**src/rtl/lmsm_sequencer.sv**
```systemverilog
// Load-Multiple / Store-Multiple sequencer: walks an 8-bit register mask lowest index first,
// moving each selected register to/from consecutive memory words starting at a base address.
module lmsm_sequencer #(
    parameter int DATA_W = 16,
    parameter int ADDR_W = 16,
    parameter int NREG   = 8
) (
    input  logic                      clk,
    input  logic                      reset,
    input  logic                      start,
    input  logic                      is_store,
    input  logic [NREG-1:0]           reg_mask,
    input  logic [ADDR_W-1:0]         base_addr,
    output logic                      busy,
    output logic                      done,
    output logic [3:0]                xfer_cnt,
    output logic                      mem_req,
    output logic                      mem_we,
    output logic [ADDR_W-1:0]         mem_addr,
    output logic [DATA_W-1:0]         mem_wdata,
    input  logic [DATA_W-1:0]         mem_rdata,
    input  logic                      mem_ack,
    output logic [$clog2(NREG)-1:0]   rf_radd,
    input  logic [DATA_W-1:0]         rf_rdata,
    output logic                      rf_wen,
    output logic [$clog2(NREG)-1:0]   rf_wadd,
    output logic [DATA_W-1:0]         rf_wdata
);

    localparam int IDX_W = $clog2(NREG);

    typedef enum logic [2:0] {
        IDLE  = 3'd0,
        SCAN  = 3'd1,
        RDREG = 3'd2,
        MEM   = 3'd3,
        WB    = 3'd4,
        DONE  = 3'd5
    } state_t;

    state_t              state;
    logic [NREG-1:0]     mask_q;
    logic [ADDR_W-1:0]   base_q;
    logic                store_q;
    logic [IDX_W-1:0]    idx_q;
    logic [DATA_W-1:0]   data_q;
    logic [IDX_W-1:0]    low_idx;

    // Descending scan so the lowest set bit is the last one to win.
    always_comb begin
        low_idx = '0;
        for (int unsigned i = NREG; i > 0; i--) begin
            if (mask_q[i-1]) begin
                low_idx = IDX_W'(i - 1);
            end
        end
    end

    always_ff @(posedge clk) begin
        if (reset) begin
            state    <= IDLE;
            mask_q   <= '0;
            base_q   <= '0;
            store_q  <= 1'b0;
            idx_q    <= '0;
            data_q   <= '0;
            xfer_cnt <= '0;
            busy     <= 1'b0;
            done     <= 1'b0;
            mem_req  <= 1'b0;
            mem_we   <= 1'b0;
            rf_wen   <= 1'b0;
        end else begin
            case (state)
                IDLE: begin
                    if (start) begin
                        mask_q   <= reg_mask;
                        base_q   <= base_addr;
                        store_q  <= is_store;
                        xfer_cnt <= '0;
                        busy     <= 1'b1;
                        state    <= SCAN;
                    end
                end
                SCAN: begin
                    if (mask_q == '0) begin
                        done  <= 1'b1;
                        state <= DONE;
                    end else begin
                        idx_q           <= low_idx;
                        mask_q[low_idx] <= 1'b0;
                        if (store_q) begin
                            state <= RDREG;
                        end else begin
                            mem_req <= 1'b1;
                            mem_we  <= 1'b0;
                            state   <= MEM;
                        end
                    end
                end
                RDREG: begin
                    data_q  <= rf_rdata;
                    mem_req <= 1'b1;
                    mem_we  <= 1'b1;
                    state   <= MEM;
                end
                MEM: begin
                    if (mem_ack) begin
                        mem_req <= 1'b0;
                        mem_we  <= 1'b0;
                        if (store_q) begin
                            xfer_cnt <= xfer_cnt + 4'd1;
                            state    <= SCAN;
                        end else begin
                            data_q <= mem_rdata;
                            rf_wen <= 1'b1;
                            state  <= WB;
                        end
                    end
                end
                WB: begin
                    rf_wen   <= 1'b0;
                    xfer_cnt <= xfer_cnt + 4'd1;
                    state    <= SCAN;
                end
                DONE: begin
                    done  <= 1'b0;
                    busy  <= 1'b0;
                    state <= IDLE;
                end
                default: begin
                    state <= IDLE;
                end
            endcase
        end
    end

    // Address is derived from the live count so it advances exactly once per completed transfer.
    assign mem_addr  = base_q + ADDR_W'(xfer_cnt);
    assign mem_wdata = data_q;
    assign rf_wdata  = data_q;
    assign rf_radd   = idx_q;
    assign rf_wadd   = idx_q;

endmodule
```
**config.mk**
```make
export PLATFORM = sky130hd
export DESIGN_NAME = lmsm_sequencer
export DESIGN_NICKNAME = d
export VERILOG_FILES = /design/src/rtl/lmsm_sequencer.sv
export SDC_FILE = /design/constraint.sdc
export NUM_CORES = 1
export LEC_CHECK = 0
export CAP_MARGIN = 20
export CORE_AREA = 2 2 95 97
export DETAILED_ROUTE_END_ITERATION = 10
export DIE_AREA = 0 0 97 99
export PLACE_DENSITY = 0.69
export SLEW_MARGIN = 10
export SYNTH_ARGS = -nofsm -noshare
export SYNTH_HDL_FRONTEND = slang
export SYNTH_SLANG_ARGS = --single-unit
export TNS_END_PERCENT = 50
```
**constraint.sdc**
```tcl
create_clock -name clk -period 2.5 [get_ports clk]
set_input_delay 0.5 -clock clk [delete_from_list [all_inputs] [get_ports clk]]
set_output_delay 0.5 -clock clk [all_outputs]
set_load 0.01 [all_outputs]
```
==> metrics.yaml, run 1 <==
status: "finished, violations left"
violations: "setup timing"
dpl.hpwl_microns: 6000
wl_per_cell_microns: 14.2
ioPinCount: 124
period_needed_ns: 2.56
total_power_mw: 3.36
syn-cell-area_sq_um: 2940
drive_gt1_share_pct: 12.0
vias_per_cell: 5.03
ys_ff_latch: 56
p_per_area_nw_per_um2: 780
yosys.cell_types.count: 50
cts_max_path_buffers: 2
critPathMaxFanout: 4
peakVddDrop_uv: 341
cap_violations: 0
cts_hold_buf: 0
numCtsBuffers: 5
seq_area_sq_um: 1120
die_h_microns: 99
antenna_cells: 0
synthTopCellsByArea: "dfxtp_1 38%, mux2i_1 7.5%, nand2_1 6.0%, a211oi_1 5.4%, a21oi_1 5.3%"
leakagePower_nw: 1.76
grt_pass1_vias: 2800
ys_seq_area_share_pct: 38.2
p_comb_share_pct: 46.6
clock_power_share_pct: 14.7
drt-initial-drc-count: 126
grt_max_degree: 43
grt_overflow: 0
yosys_most_used_dff: "dfxtp_1"
dieArea_sq_um: 9600
relSlewSlack_pct: 45.2
final-hold-violation-count: 0
setup_violations: 4
path_class: "reg2out"
clk_pin_slew_ns: 0.09
critPathArrivalTime_ns: 2.06
ys_warn_count: 0
port_buffers: 123
final_antenna_net_count: 0
placementRows: 34
synthArstFlopShare_pct: 0
synth-edff-count: 0
cp.depth: 8
fmax_mhz: 391
htree_levels: 2
cts_tree: "done"
cp_num_buf_inv: 2
grt_usage_pct: 16.4
multi_input_area_sq_um: 1630
path_common_cell: "a21o_1"
p_seq_share_pct: 38.8
area_delta_synth_final_pct: 46.6
timing.final.crit_share_pct: 102
synth_cells: 348
hold-worst-slack_ns: 0.472
cts_sinks: 56
timing.critical_path.cells: "ha_4 -> fa_2 -> a21o_1 -> a21o_1 -> buf_6 -> nand4_1 -> xnor2_1 -> buf_2"
avgSynthCellArea_sq_um: 8.43
worstMarginPinSlew_ns: 0.823
r2r_cells: 5
vias: 2843
cp-end-kind: "output pin"
netlist.area_leader.share_pct: 38.2
p_sw_share_pct: 36.2
startpoint_type: "register"
initial_utilization_pct: 34.3
required_ns: 2.00
fillers: 845
core_area_sq_um: 8550
min_path_type: "reg2reg"
wl_microns: 8050
rsz0062_at_grt: "true"
place_congestion: 0.834
clock_latency_ns: 0.29
clockRootBuffer: "clkbuf_8"
antenna_found_initial: 0
fin_skew_ns: 0.00680
synth_most_common_cell: "dfxtp_1"
final_util_pct: 50.3
synthTopCellsByCount: "56 x dfxtp_1, 47 x nand2_1, 35 x nor2_1"
maxSlewViolCount: 0
cp_slowest_cell: "dfxtp_2"
tns_ns: -0.124
finalNetCount: 523
firstDrtPassIters: 4
grt_pass1_wl_microns: 13300
power.internal_mw: 2.14
worst_slack_ns: -0.0565
critPathTopFamily: "adder cells"
die_x_microns: 97
synth.largest_area_cell: "dfxtp_1"
hold_path_depth: 2
drc_errors: 0
syn_nets: 415
crit_path_max_incr_delay_ns: 0.35
p_sw_mw: 1.22
-- power groups by stage --
| stage | Clock, mW | Sequential, mW | Combinational [mW] |
|---|---|---|---|
| global placement | 0 | 1.30 | 1.56 |
| global route | 0.543 | 1.33 | 1.72 |
| detailed placement | 0 | 1.31 | 1.59 |
| CTS | 0.509 | 1.29 | 1.58 |
| floorplan | 0 | 1.29 | 0.951 |
| finish | 0.493 | 1.30 | 1.56 |
-- placed cells by master, fill, tap and decap left out, drive strengths merged, types with 4 or more instances in the layout --
cell,n
a211oi,21
a21o,4
a21oi,31
buf,26
clkbuf,14
clkdlybuf4s50,108
dfxtp,56
ha,5
mux2i,22
nand2,47
nand2b,4
nand3,7
nand4,5
nor2,35
nor3,7
nor4,4
xnor2,13
-- cell families after synthesis --
kind of cell | Yosys count | synth area share (%)
XOR/XNOR | 15 | 4.48
AND/OR/NAND/NOR | 127 | 20.4
AO/OA/AOI/OAI | 78 | 17.7
flip-flops | 56 | 38.2
adder cells (fa/ha/maj) | 6 | 2.81
multiplexers | 23 | 7.89
buffers and inverters | 43 | 8.57
-- area by class of cell --
type / count / area share, %
clock buffer: 8 / 2.09
inverter: 2 / 0.174
multi-input combinational: 249 / 37.9
sequential: 56 / 26.1
tap: 108 / 3.14
timing repair buffer: 142 / 30.6
-- path summary, 6_finish.rpt --
check | start | to | slack (ns)
max | base_q[0]$_SDFFE_PP0P_ | mem_addr[14] | -0.06
min | base_q[3]$_SDFFE_PP0P_ | base_q[3]$_SDFFE_PP0P_ | 0.47
max reg2reg | state[0]$_SDFFE_PP0P_ | base_q[1]$_SDFFE_PP0P_ | 0.63
min reg2reg | base_q[3]$_SDFFE_PP0P_ | base_q[3]$_SDFFE_PP0P_ | 0.47
-- metrics by stage --
stage	setup slack (ns)	instance area [sq um]	std cells
6_report	-0.0565	4300	565
5_1_grt	-0.142	4300	565
4_1_cts	-0.0441	4280	564
3_5_place_dp	-0.176	4180	554
3_3_place_gp	-0.122	4180	554
2_1_floorplan	0.314	2940	348
-- state kept, by name, summed over array words and instances, names as in the netlist --
name,cells
mem_req,1
rf_wen,1
rf_radd,3
state,3
done,1
mask_q,8
mem_we,1
busy,1
xfer_cnt,4
mem_wdata,16
store_q,1
base_q,16
-- layer usage --
metal / global-route usage [%] / routed length, microns / up-vias
met1: 21.0 / 3550 / 1336
met5: 0 / 0 / -
met3: 1.99 / 220 / 9
met4: 4.23 / 93 / 0
li1: - / - / 1440
met2: 29.5 / 4180 / 58
-- repair_timing --
action,4_1_cts,5_1_grt
gates cloned,0,0
pin swaps,4,9
buffers inserted,2,1
setup endpoints to repair,14,12
gates resized for setup,35,22
-- worst min-delay path: cells and delay by family (launching register included) --
family	cells	cell delay [ns]
DFF	1	0.32
AOI/OAI and AO/OA	1	0.06
and+or+nand+nor	1	0.05
No activity file was read; power rests on OpenSTA's default activity.
==> run 2, diff against run 1 <==
--- a/config.mk
+++ b/config.mk
@@ -9,6 +9,7 @@
 export CORE_AREA = 2 2 95 97
 export DETAILED_ROUTE_END_ITERATION = 10
 export DIE_AREA = 0 0 97 99
+export HOLD_SLACK_MARGIN = 0.06
 export PLACE_DENSITY = 0.69
 export SLEW_MARGIN = 10
 export SYNTH_ARGS = -nofsm -noshare
==> results of run 2 <==
No change in the layout: final DEF, timing and power equal those of run 1.
